==> src/rtl/axi4_lite_master.sv <==
// AXI4-Lite initiator: turns one local command at a time into an AXI4-Lite write or read
// and returns the captured slave response on a local valid/ready response port.
module axi4_lite_master #(
  parameter int ADDR_WIDTH = 32,
  parameter int DATA_WIDTH = 32,
  parameter int STRB_WIDTH = DATA_WIDTH / 8
) (
  input  logic                  ACLK,
  input  logic                  ARESETn,
  input  logic                  cmd_valid,
  output logic                  cmd_ready,
  input  logic                  cmd_write,
  input  logic [ADDR_WIDTH-1:0] cmd_addr,
  input  logic [DATA_WIDTH-1:0] cmd_wdata,
  input  logic [STRB_WIDTH-1:0] cmd_wstrb,
  output logic                  rsp_valid,
  input  logic                  rsp_ready,
  output logic                  rsp_write,
  output logic [1:0]            rsp_resp,
  output logic [DATA_WIDTH-1:0] rsp_rdata,
  output logic [ADDR_WIDTH-1:0] AWADDR,
  output logic                  AWVALID,
  input  logic                  AWREADY,
  output logic [DATA_WIDTH-1:0] WDATA,
  output logic [STRB_WIDTH-1:0] WSTRB,
  output logic                  WVALID,
  input  logic                  WREADY,
  input  logic [1:0]            BRESP,
  input  logic                  BVALID,
  output logic                  BREADY,
  output logic [ADDR_WIDTH-1:0] ARADDR,
  output logic                  ARVALID,
  input  logic                  ARREADY,
  input  logic [DATA_WIDTH-1:0] RDATA,
  input  logic [1:0]            RRESP,
  input  logic                  RVALID,
  output logic                  RREADY,
  output logic [2:0]            dbg_state_o
);

  // Handshake rule on every channel: a transfer happens on the rising edge where VALID and
  // READY are both high; VALID never waits on READY and is held until that edge.
  localparam logic [2:0] S_IDLE    = 3'd0;
  localparam logic [2:0] S_WR_REQ  = 3'd1;
  localparam logic [2:0] S_WR_RESP = 3'd2;
  localparam logic [2:0] S_RD_REQ  = 3'd3;
  localparam logic [2:0] S_RD_RESP = 3'd4;
  localparam logic [2:0] S_RSP     = 3'd5;

  logic [2:0]            state_q, state_d;
  logic                  awvalid_q, awvalid_d, wvalid_q, wvalid_d, bready_q, bready_d;
  logic                  arvalid_q, arvalid_d, rready_q, rready_d;
  logic                  rsp_valid_q, rsp_valid_d, rsp_write_q, rsp_write_d;
  logic [1:0]            rsp_resp_q, rsp_resp_d;
  logic [DATA_WIDTH-1:0] rsp_rdata_q, rsp_rdata_d;
  logic [ADDR_WIDTH-1:0] awaddr_q, awaddr_d, araddr_q, araddr_d;
  logic [DATA_WIDTH-1:0] wdata_q, wdata_d;
  logic [STRB_WIDTH-1:0] wstrb_q, wstrb_d;
  logic                  aw_left, w_left;

  assign cmd_ready   = (state_q == S_IDLE) && ARESETn;
  assign rsp_valid   = rsp_valid_q;
  assign rsp_write   = rsp_write_q;
  assign rsp_resp    = rsp_resp_q;
  assign rsp_rdata   = rsp_rdata_q;
  assign AWADDR      = awaddr_q;
  assign AWVALID     = awvalid_q;
  assign WDATA       = wdata_q;
  assign WSTRB       = wstrb_q;
  assign WVALID      = wvalid_q;
  assign BREADY      = bready_q;
  assign ARADDR      = araddr_q;
  assign ARVALID     = arvalid_q;
  assign RREADY      = rready_q;
  assign dbg_state_o = state_q;

  always_comb begin
    state_d     = state_q;
    awvalid_d   = awvalid_q;
    wvalid_d    = wvalid_q;
    bready_d    = bready_q;
    arvalid_d   = arvalid_q;
    rready_d    = rready_q;
    rsp_valid_d = rsp_valid_q;
    rsp_write_d = rsp_write_q;
    rsp_resp_d  = rsp_resp_q;
    rsp_rdata_d = rsp_rdata_q;
    awaddr_d    = awaddr_q;
    araddr_d    = araddr_q;
    wdata_d     = wdata_q;
    wstrb_d     = wstrb_q;
    aw_left     = awvalid_q && !AWREADY;
    w_left      = wvalid_q && !WREADY;
    case (state_q)
      S_IDLE: begin
        if (cmd_valid && cmd_ready) begin
          if (cmd_write) begin
            awaddr_d  = cmd_addr;
            wdata_d   = cmd_wdata;
            wstrb_d   = cmd_wstrb;
            awvalid_d = 1'b1;
            wvalid_d  = 1'b1;
            state_d   = S_WR_REQ;
          end else begin
            araddr_d  = cmd_addr;
            arvalid_d = 1'b1;
            state_d   = S_RD_REQ;
          end
        end
      end
      S_WR_REQ: begin
        // AW and W retire independently; BREADY only once neither is outstanding.
        awvalid_d = aw_left;
        wvalid_d  = w_left;
        if (!aw_left && !w_left) begin
          bready_d = 1'b1;
          state_d  = S_WR_RESP;
        end
      end
      S_WR_RESP: begin
        if (BVALID) begin
          bready_d    = 1'b0;
          rsp_valid_d = 1'b1;
          rsp_write_d = 1'b1;
          rsp_resp_d  = BRESP;
          rsp_rdata_d = '0;
          state_d     = S_RSP;
        end
      end
      S_RD_REQ: begin
        if (ARREADY) begin
          arvalid_d = 1'b0;
          rready_d  = 1'b1;
          state_d   = S_RD_RESP;
        end
      end
      S_RD_RESP: begin
        if (RVALID) begin
          rready_d    = 1'b0;
          rsp_valid_d = 1'b1;
          rsp_write_d = 1'b0;
          rsp_resp_d  = RRESP;
          rsp_rdata_d = RDATA;
          state_d     = S_RSP;
        end
      end
      S_RSP: begin
        if (rsp_ready) begin
          rsp_valid_d = 1'b0;
          state_d     = S_IDLE;
        end
      end
      default: state_d = S_IDLE;
    endcase
  end

  always_ff @(posedge ACLK) begin
    if (!ARESETn) begin
      state_q     <= S_IDLE;
      awvalid_q   <= 1'b0;
      wvalid_q    <= 1'b0;
      bready_q    <= 1'b0;
      arvalid_q   <= 1'b0;
      rready_q    <= 1'b0;
      rsp_valid_q <= 1'b0;
      rsp_write_q <= 1'b0;
      rsp_resp_q  <= 2'b00;
      rsp_rdata_q <= '0;
      awaddr_q    <= '0;
      araddr_q    <= '0;
      wdata_q     <= '0;
      wstrb_q     <= '0;
    end else begin
      state_q     <= state_d;
      awvalid_q   <= awvalid_d;
      wvalid_q    <= wvalid_d;
      bready_q    <= bready_d;
      arvalid_q   <= arvalid_d;
      rready_q    <= rready_d;
      rsp_valid_q <= rsp_valid_d;
      rsp_write_q <= rsp_write_d;
      rsp_resp_q  <= rsp_resp_d;
      rsp_rdata_q <= rsp_rdata_d;
      awaddr_q    <= awaddr_d;
      araddr_q    <= araddr_d;
      wdata_q     <= wdata_d;
      wstrb_q     <= wstrb_d;
    end
  end

endmodule
==> config.mk <==
export PLATFORM = sky130hd
export DESIGN_NAME = axi4_lite_master
export DESIGN_NICKNAME = d
export VERILOG_FILES = /design/src/rtl/axi4_lite_master.sv
export SDC_FILE = /design/constraint.sdc
export NUM_CORES = 1
export LEC_CHECK = 0
export CAP_MARGIN = 20
export CORE_UTILIZATION = 40
export DETAILED_ROUTE_END_ITERATION = 16
export GPL_TIMING_DRIVEN = 0
export HOLD_SLACK_MARGIN = 0.03
export PLACE_DENSITY_LB_ADDON = 0.3
export SYNTH_ARGS = -nofsm -noshare
export SYNTH_HDL_FRONTEND = slang
export SYNTH_SLANG_ARGS = --single-unit
==> constraint.sdc <==
create_clock -name ACLK -period 4.1 [get_ports ACLK]
set_clock_uncertainty 0.15 [all_clocks]
set_input_delay 0.41 -clock ACLK [delete_from_list [all_inputs] [get_ports ACLK]]
set_output_delay 0.41 -clock ACLK [all_outputs]
set_load 0.005 [all_outputs]
=== Yosys cells after proc, flatten, opt, wreduce, memory -nomap -nowiden ===
Cells that the tools add are included.

* Reduce and logical (&&, ||, !) cells: 25
* Equal/unequal tests: 13
* Bitwise logic cells: 1
* Multiplexer cells: 33

{| class="wikitable"
|+ Operator list
! operator !! number
|-
| two-way mux 32 bit || 2
|-
| case mux 32 bit (2 select lines) || 1
|-
| two-way mux 3 bit || 6
|-
| case mux 3 bit (6 select lines) || 1
|-
| AND reduction 3 bit || 6
|-
| inequality test 2 bit (second input constant) || 7
|-
| two-way mux 1 bit || 12
|-
| case mux 1 bit (2 select lines) || 6
|-
| nonzero test 2 bit || 5
|-
| AND reduction 4 bit || 2
|-
| == test 3 x 2 -> 1 bit (second input constant) || 2
|-
| == test 3 bit (second input constant) || 2
|-
| two-way mux 2 bit || 3
|-
| AND reduction 6 bit || 1
|-
| logical AND 1 bit || 5
|-
| logical NOT 1 bit || 4
|-
| case mux 2 bit (2 select lines) || 1
|-
| == test 3 x 1 -> 1 bit (second input constant) || 1
|-
| logical NOT 3 bit || 1
|-
| case mux 1 bit (3 select lines) || 1
|-
| nonzero test 3 bit || 1
|-
| inequality test 2 x 1 -> 1 bit (second input constant) || 1
|-
| NOT 1 bit || 1
|}

* Input bits: 114
* Output and inout bits: 145
* Logic and storage cells: 86
* Register bits after elaboration: 144

=== Depth between registers and ports, before layout ===
* Depth in word-level cells: 6
* Depth in mapped cells: 7
* Mapped depth without buffers: 4

=== Worst setup path after synthesis ===
OpenSTA, ideal clock, no wires.

* Path type: register -> register
* Start point: reg state_q[1] (netlist: dbg_state_o[1])
* End point: reg awaddr_q[0] (netlist: AWADDR[0])
* Slack: 2380 ps
* Required time: 3834 ps
* Arrival time: 1453 ps
* Period minus slack after synthesis: 1720 ps
* Stages on the path, launching flop included: 8
* Setup time: 116 ps
* Buffers on the path: 3
* Cell sequence: dfxtp_1 > buf_2 > nor4b_4 > nand3_1 > buf_2 > buf_2 > nand2_1 > a21boi_1

* Longest elaborated chain between the ends: 4

{| class="wikitable"
|+ Ends and longest elaborated chain
! item !! line !! RTL
|-
| start, declared || 50 || <nowiki>logic [2:0] state_q, state_d;</nowiki>
|-
| start signal, assigned || 174 || <nowiki>state_q <= state_d;</nowiki>
|-
| logical NOT 3 bit || 61 || <nowiki>assign cmd_ready = (state_q == S_IDLE) && ARESETn;</nowiki>
|-
| logical AND 1 bit || 61 ||
|-
| via cmd_ready || 11 || <nowiki>output logic cmd_ready,</nowiki>
|-
| logical AND 1 bit || 96 || <nowiki>if (cmd_valid && cmd_ready) begin</nowiki>
|-
| AND reduction 3 bit (no line) || -- ||
|-
| end signal, assigned || 184 || <nowiki>awaddr_q <= awaddr_d;</nowiki>
|-
| end, declared || 56 || <nowiki>logic [ADDR_WIDTH-1:0] awaddr_q, awaddr_d, araddr_q, araddr_d;</nowiki>
|}

The timed path passes the listed nets, and every way through them passes these cells.
A chain may end at the register's enable or synchronous reset.

=== Worst setup path in the final report ===
* Start point: reg state_q[1] (netlist: dbg_state_o[1])
* End point: out cmd_ready

* Longest elaborated chain between the ends: 2

{| class="wikitable"
|+ Ends and longest elaborated chain
! item !! line
|-
| logical NOT 3 bit || 61
|-
| logical AND 1 bit || 61
|-
| end, declared || 11
|}

No other way between the ends.

==> key figures <==
Global route
  – Grt ovf: 0
  – Antenna violations before repair: 0
  – GRT Total Usage: 24.4%
  – Largest net degree at the start of global routing: 17
  – First-pass GRT wire length: 27200 um
  – Number of global-route vias before repair: 5215

Setup path
  – Reg2reg start: dbg_state_o[1]
  – CP peak stage delay: 0.59 ns
  – CP Launch Type: register
  – Crit path cell chain: buf_2, nor4b_4, clkdlybuf4s50_1
  – R2R Setup Slk: 2.03 ns
  – Top delay family on crit path: buffers and inverters
  – Worst setup path class: register to output port
  – CP max stage cell: clkdlybuf4s50_1
  – WP data arrival: 1.85 ns
  – R2R cell count: 6
  – Worst Path Max Fanout: 9
  – Stages on the worst setup path: 3
  – Buffers & Inverters on Critical Path: 2
  – Crit. End Element: output port
  – Critical Path RT: 3.54 ns
  – Worst R2R End: ARADDR[10]

Yosys
  – Synth Area in Adders: 0%
  – Largest area contributor in the netlist: dfxtp_1
  – XOR/XNOR Fraction of Synth Area: 0%
  – Asr flop ratio synth: 0%
  – Proportion of synthesized area in mux cells: 0.358%
  – Mapped Area: 5590 sq um
  – Yosys synthesis warning count: 0
  – Mapped Nets: 762
  – Post-synth cell types: 36
  – Post-synth EDFFs: 0
  – Synth top area share: 51.5%
  – Largest family of logic cells by synthesized area: simple AND/OR/NAND/NOR gates
  – Cell count after synthesis: 648
  – Sequential element share of the synthesized area: 51.5%
  – Top-count cell post-synth: nand2_1
  – Top cells by count, synth: nand2_1, dfxtp_1, a21boi_1, a21boi_0, nand3_1
  – Synthesis-stage register bit count: 144
  – Synth Area per Inst: 8.63 sq um
  – Main synth FF type: dfxtp_1
  – Synth top area cells: dfxtp_1, nand2_1, a21boi_1
  – Post-Synth Simple-Gate Area: 21.6%
  – Complex-gate fraction of the synthesized area: 21.3%

Placed design
  – DP HPWL: 12600 um
  – Setup WS pre-CTS: 1.46 ns
  – Routability Congestion: 0.811
  – IO buf count: 258

Clock tree
  – Clock Path Buffers: 2
  – Post-CTS Setup Inserts: 0
  – CTS tree: yes
  – H-tree depth: 4
  – Clock-pin transition on the worst setup and hold timing paths: 0.06 ns
  – CTS sink count: 144
  – Post-CTS Resized: 0
  – Skew-Pair Late Insertion Delay: 0.42 ns
  – CTS hold repair buffers: 0
  – Cts bufs inserted: 17
  – Clock root buffer: clkbuf_16

Layout
  – Multi-input gate area: 2420 sq um
  – Fillcell total: 1153
  – Sequential Area: 2880 sq um
  – Layout Area Growth over Synthesis: 59.9%
  – Nets: 1039
  – Ant diodes: 0
  – Layout cells sized above 1: 6.40%

Timing
  – RSZ-0062 raised after global routing: false
  – Final Hold Viols: 0
  – Setup-failing EPs final: 0
  – Slew @ Worst Pin: 0.557 ns
  – Slew HR: 62.9%
  – Final period util: 58.7%
  – Post-route minimum period: 2.41 ns
  – Final Max Slew Viols: 0
  – PnR worst setup slack: 1.69 ns
  – Post-Route Setup TNS: 0 ns
  – Highest attainable clock frequency: 0.415 GHz

Pwr
  – LEAKAGE: 0.00315 uW
  – VDD IR-drop max: 0.303 mV
  – Power Total: 4110 uW
  – PwrDens: 459 nW/um^2

Die
  – Die Height: 120 um
  – FP Rows: 42
  – Chip width: 120 um
  – CORE AREA: 13500 sq um
  – Io pins: 259
  – DIE AREA: 14500 sq um
  – Initial core utilization: 41.6%

Min path
  – WHS Path Cells: 2
  – Hold Path Class: register to register
  – Hold EP: AWADDR[25]
  – Hold_sp: AWADDR[25]

Drt
  – Final ANT Viol Nets: 0
  – Post-Route WL: 17500 um
  – WL per Instance: 15.7 um
  – Drt first pass iters: 5
  – Via count: 5415
  – DR iter-0 viols: 255
  – DRC Markers: 0
  – Via density: 4.87

Run
  – MaxCap Viol Count: 0

Outcome
  – Status: completed
[per-stage QoR]
stage / utilization, % / hold slack (ns) / instance area [sq um] / std cells
4_1_cts: 66.5 / 0.302 / 8940 / 1113
2_1_floorplan: - / 0.297 / 5590 / 648
6_report: 66.5 / 0.300 / 8940 / 1113
3_3_place_gp: 62.4 / 0.288 / 8400 / 1082
3_5_place_dp: 62.4 / 0.295 / 8400 / 1082
5_1_grt: 66.5 / 0.315 / 8940 / 1113
[cell families after synthesis]
| logic type | count (synthesis) |
|---|---|
| flip-flops | 144 |
| AO/OA/AOI/OAI | 158 |
| buffers and inverters | 54 |
| AND/OR/NAND/NOR | 290 |
| multiplexers | 2 |
[registers in the layout (all words and copies together), names as in the netlist]
name,count
ARADDR,32
AWADDR,32
WDATA,32
rsp_rdata,32
WSTRB,4
dbg_state_o,3
rsp_resp,2
ARVALID,1
AWVALID,1
BREADY,1
RREADY,1
WVALID,1
rsp_valid,1
rsp_write,1
[layer usage]
layer  routed length [um]  track usage, %  vias up  part of all wire, %
li1                     -               -     2701                    -
met1                 7200            27.7     2480                   41
met2                 8490            41.7      212                   48
met3                 1580            9.34       22                  9.0
met4                  261            8.18        0                  1.5
met5                    0               0        -                    0
[worst min-delay path, stage by stage, from the launching register on]
cell and delay, ns:
dfxtp_1 0.30, nand2_1 0.05, a21boi_1 0.05
[cell usage in the layout (no fill, tap or decap), drive strengths merged, types with 4 or more instances in the layout]
cell type	Yosys	layout
nand2	239	239
inv	4	5
buf	27	27
clkdlybuf4s50	0	258
clkinvlp	0	4
nand3	33	33
a21boi	132	132
clkbuf	23	45
dfxtp	144	144
a21oi	5	5
[how the worst max path moves through the flow]
stage                endpoint  slack (ns)           start
finish              cmd_ready        1.69  dbg_state_o[1]
global placement       RREADY        1.48         ARESETn
floorplan           AWADDR[0]        2.38  dbg_state_o[1]
detailed placement     RREADY        1.46         ARESETn
global route        cmd_ready        1.63  dbg_state_o[1]
CTS                 cmd_ready        1.68  dbg_state_o[1]
[report_power, final]
part,internal [uW],switching (uW),total (uW)
combinational,532,550,1080
clock,861,578,1440
sequential,1520,69.0,1590
[cell type report]
cell class | count | share of cell area, %
flip-flops and latches | 144 | 32.2
repair buffers | 258 | 28.9
multi-input cells | 450 | 27.1
clock buffers | 22 | 5.19
plain buffers | 50 | 3.08
well taps | 176 | 2.46
clock inverters | 9 | 0.937
inverters | 4 | 0.168
(Power assumes the default switching activity.)
==> RTL change 1, RTL diff (config.mk and constraints unchanged) <==
`DATA_WIDTH`: 32 -> 64.
--- a/src/rtl/axi4_lite_master.sv
+++ b/src/rtl/axi4_lite_master.sv
@@ -4,3 +4,3 @@
   parameter int ADDR_WIDTH = 32,
-  parameter int DATA_WIDTH = 32,
+  parameter int DATA_WIDTH = 64,
   parameter int STRB_WIDTH = DATA_WIDTH / 8
Ports: changed (6 resized); port bits go from 259 to 395. The function was not compared with the original's and may differ.
==> RTL change 1 against the original RTL <==
Area after synthesis increased by 45%. Design area increased by 47%. Wire length increased by 55%. Setup slack worse by 0.12 ns. Cell count grew 48%. Total power is 43% higher. Sequential cell count up 68. Via count is 47% higher. Largest cell class is now buffers.
==> RTL change 1: results (changes against the original RTL) <==
stage;metric;value;unit;change
detailed_routing;drt wl/cell;16.49;um;was 15.75 um
critical_path;Crit path arrival time;1.97;ns;was 1.85 ns
hold_path;Hold WC Path Type;in -> reg;;was reg -> reg
cells_and_area;fill count;1634;;was 1153
cts;Inserted Clock Buffers;23;;was 17
synth;Net Count, Synth;1129;;was 762
place;port bufs;393;;was 258
grt;vias in the first global route;7759;;was 5215
timing;worst-margin pin slew;0.6517;ns;was 0.5569 ns
place;DP HPWL;20640;um;was 12640 um
pwr;static leakage;4.565;nW;was 3.147 nW
cts;worst skew pair latency;0.51;ns;was 0.42 ns
status;status;completed;;unchanged
detailed_routing;Pre-antenna DRT Iters;4;;was 5
cts;post_cts resized;0;;unchanged
synth;synth warn;0;;unchanged
hold_path;number of cells on the worst hold path;3;;was 2
place;RePlAce Congestion;0.8741;;was 0.8110
grt;first-pass GRT wire length;41050;um;was 27150 um
critical_path;reg2reg start;dbg_state_o[2]$_SDFFE_PN0P_;;was dbg_state_o[1]$_SDFFE_PN0P_
grt;Global Route Usage Sum;25.30;%;was 24.36%
hold_path;hold endpoint;WDATA[51]$_SDFFE_PN0P_;;was AWADDR[25]$_SDFFE_PN0P_
synth;Post-synth top cells;343 x nand2_1, 212 x dfxtp_1, 137 x a21boi_0, 65 x nand3_1, 63 x a21boi_1;;was 239 x nand2_1, 144 x dfxtp_1, 99 x a21boi_1, 33 x a21boi_0, 33 x nand3_1
hold_path;Worst Hold Launch;cmd_wdata[51];;was AWADDR[25]$_SDFFE_PN0P_
synth;Area contributors post-synth;dfxtp_1 52%, nand2_1 16%, a21boi_0 13%;;was dfxtp_1 52%, nand2_1 16%, a21boi_1 13%
grt;largest net degree at the start of global routing;14;;was 17
critical_path;slowest stage delay, CP;0.62;ns;was 0.59 ns
critical_path;worst r2r dst;WDATA[55]$_SDFFE_PN0P_;;was ARADDR[10]$_SDFFE_PN0P_
synth;Compound-Gate Fraction of Synth Area;20.89;%;was 21.34%
cells_and_area;# nets final;1547;;was 1039
detailed_routing;detailed-route via count;7979;;was 5415
cts;H-tree levels;1;;was 4
timing;Fin. Hold Viols;0;;unchanged
cells_and_area;layout cell share with drive strength beyond 1;5.938;%;was 6.403%
critical_path;CP max FO;10;;was 9
synth;Seq/Total Area, Yosys;52.17;%;was 51.53%
cts;Clock Path Buffers;3;;was 2
synth;multiplexer share of the synthesized area;0.2461;%;was 0.3579%
pwr;Peak VDD IR;0.3066;mV;was 0.3035 mV
grt;antenna violations before repair;2;;was 0
-- RTL change 1: cells by family (layout without fill, tap and decap cells) --
group	count (synthesis)	count (layout)
DFF	212	212
and+or+nand+nor	426	426
buffers and inverters	81	515
AOI/OAI and AO/OA	226	226
muxes	2	2
other	0	2
-- RTL change 1: layout make-up --
class                   instances  area share [%]
well taps                     265           2.517
inverters                       4          0.1140
repair buffers                393           29.86
plain buffers                  77           3.087
flip-flops and latches        212           32.22
multi-input cells             654           26.34
clock inverters                 8          0.7124
diodes                          2         0.03799
clock buffers                  33           5.110
-- RTL change 1: worst max-delay path by stage --
stage | slack, ns | startpoint | cells past startpoint | endpoint
after floorplan | 2.32 | ARESETn | 7 | AWADDR[0]$_SDFFE_PN0P_
after global placement | 1.74 | RVALID | 7 | rsp_rdata[12]$_SDFFE_PN0P_
after detailed placement | 1.68 | RVALID | 6 | rsp_rdata[55]$_SDFFE_PN0P_
after CTS | 1.54 | dbg_state_o[2]$_SDFFE_PN0P_ | 2 | cmd_ready
after global routing | 1.46 | dbg_state_o[2]$_SDFFE_PN0P_ | 2 | cmd_ready
final | 1.57 | dbg_state_o[2]$_SDFFE_PN0P_ | 2 | cmd_ready
-- RTL change 1: worst reg2reg max path, cell delays in order, from the launching register on --
cell and delay, ns:
dfxtp_1 0.43, nor4b_4 0.42, nand3_1 0.27, buf_2 0.28
clkbuf_1 0.25, nand2_1 0.12, a21boi_1 0.06
-- RTL change 1: stage by stage --
| step | std cells | hold WS, ns | instance area, um^2 | worst slack, ns |
|---|---|---|---|---|
| finish | 1648 | 0.2924 | 13170 | 1.572 |
| global placement | 1605 | 0.2871 | 12400 | 1.736 |
| floorplan | 947 | 0.2971 | 8135 | 2.322 |
| CTS | 1646 | 0.2739 | 13170 | 1.543 |
| detailed placement | 1605 | 0.2924 | 12400 | 1.678 |
| global route | 1647 | 0.2843 | 13170 | 1.462 |
-- RTL change 1: where the power goes --
| part | internal, mW | switching (mW) |
|---|---|---|
| Sequential | 2.22 | 0.100 |
| Combinational | 0.711 | 0.761 |
| Clock | 1.26 | 0.837 |
-- RTL change 1: layer usage --
metal | vias to the layer above | GRT usage, % | wire length, um
li1 | 3967 | - | -
met1 | 3676 | 27.79 | 10320
met2 | 278 | 45.12 | 13440
met3 | 56 | 8.543 | 2621
met4 | 2 | 8.864 | 779
met5 | - | 0 | 11
==> RTL change 2, RTL diff (config.mk and constraints unchanged) <==
Made on the original files. Reset style: asynchronous (`ARESETn`), changed in one clocked block.
--- a/src/rtl/axi4_lite_master.sv
+++ b/src/rtl/axi4_lite_master.sv
@@ -156,3 +156,3 @@
 
-  always_ff @(posedge ACLK) begin
+  always_ff @(posedge ACLK or negedge ARESETn) begin
     if (!ARESETn) begin
Behaviour: differs if ARESETn is asserted again (counterexample within 4 cycles, from zero or initial values and one cycle with ARESETn low); with ARESETn held inactive, the same outputs for 4 cycles.
==> RTL change 2 against the original RTL <==
The run now ends with DRC left. Critical endpoint unchanged. Highest routed layer unchanged. Global-route usage fell by 4.2 points. Register-to-register slack improved by 0.13 ns. Core utilization fell by 1.9 points. Cell count fell by 20%. Wire length fell by 13%. Area after synthesis rose by 5.7%. Sequential cell count did not move. Fmax fell by 28%. Design area rose by 4.5%. Setup slack got worse by 0.95 ns.
Power is not compared: it rests on default switching activity, and its combinational part moved more than twofold at a synthesized area within 25%.
==> RTL change 2: results (changes against the original RTL) <==
stage;metric;value;unit;change
grt;largest net degree at the start of global routing;95;;was 17
synth;library cells used by synthesis;29;;was 36
grt;GRT met1 Usage;22.99;%;was 27.66%
hold_path;Worst Hold Launch;rsp_rdata[18]$_DFFE_PN0P_;;was AWADDR[25]$_SDFFE_PN0P_
timing;hold slack;0.3307;ns;was 0.2997 ns
status;failing checks;DRC;;
hold_path;hold endpoint;rsp_rdata[18]$_DFFE_PN0P_;;was AWADDR[25]$_SDFFE_PN0P_
detailed_routing;drt wl/cell;16.97;um;was 15.75 um
critical_path;Critical Path Source;ARESETn;;was dbg_state_o[1]$_SDFFE_PN0P_
critical_path;Crit path arrival time;2.80;ns;was 1.85 ns
grt;vias in the first global route;4519;;was 5215
synth;ys async rst share;100.0;%;was 0%
place;Inst Count DP;862;;was 1082
place;RePlAce Congestion;0.7837;;was 0.8110
grt;Global Route Usage Sum;20.17;%;was 24.36%
critical_path;worst r2r dst;WDATA[23]$_DFFE_PN0P_;;was ARADDR[10]$_SDFFE_PN0P_
status;status;complete, but fails checks;;was completed
grt;met2 usage;35.07;%;was 41.70%
critical_path;slowest stage delay, CP;0.56;ns;was 0.59 ns
detailed_routing;WL met1;6024;um;was 7202 um
cells_and_area;layout cell share with drive strength beyond 1;21.94;%;was 6.403%
detailed_routing;Pre-antenna DRT Iters;10;;was 5
detailed_routing;DR DRC count;2;;was 0
detailed_routing;met2 WL post-DR;7965;um;was 8486 um
critical_path;critical path's slowest cell;dlygate4sd3_1;;was clkdlybuf4s50_1
place;DP HPWL;11170;um;was 12640 um
place;Area after DPL;8756;um^2;was 8397 um^2
detailed_routing;DRT iter0 DRCs;110;;was 255
critical_path;reg2reg start;dbg_state_o[2]$_DFFE_PN0P_;;was dbg_state_o[1]$_SDFFE_PN0P_
detailed_routing;met3 wire len;849;um;was 1579 um
critical_path;Worst Reg-to-Reg Cells;7;;was 6
synth;Cells after Synth;419;;was 648
critical_path;flop-to-flop setup slack;2.16;ns;was 2.03 ns
synth;ys flop type;dfrtp_1;;was dfxtp_1
-- RTL change 2: changes by cell type after synthesis, sizes merged, moves of 31 or more --
cell	delta
a21boi	-132
dfrtp	+144
dfxtp	-144
mux2	+100
nand2	-166
nand3	-31
o21ai	+40
-- RTL change 2: repair_timing --
item                                   CTS  global route
endpoints found under the hold margin   52             0
resized for setup                        0             0
setup endpoints to repair                0             0
hold buffers                             1             0
-- RTL change 2: kinds of logic (layout without fill, tap and decap cells) --
kind of cell    count (synthesis)  after routing  share of synthesized area (%)
compound gates                 56             56                          5.204
buf+inv                        30            322                          3.512
flops                         144            144                          60.93
mux                           104            104                          24.03
simple gates                   85             85                          6.325
-- RTL change 2: area by class of cell --
class / count / area, um^2
Fill cell: 1070 / 5131
Clock buffer: 18 / 439.2
Sequential cell: 144 / 3603
Buffer: 24 / 185.2
Inverter: 6 / 22.52
Multi-Input combinational cell: 245 / 2103
Tap cell: 184 / 230.2
Timing Repair Buffer: 260 / 2621
Clock inverter: 14 / 142.6
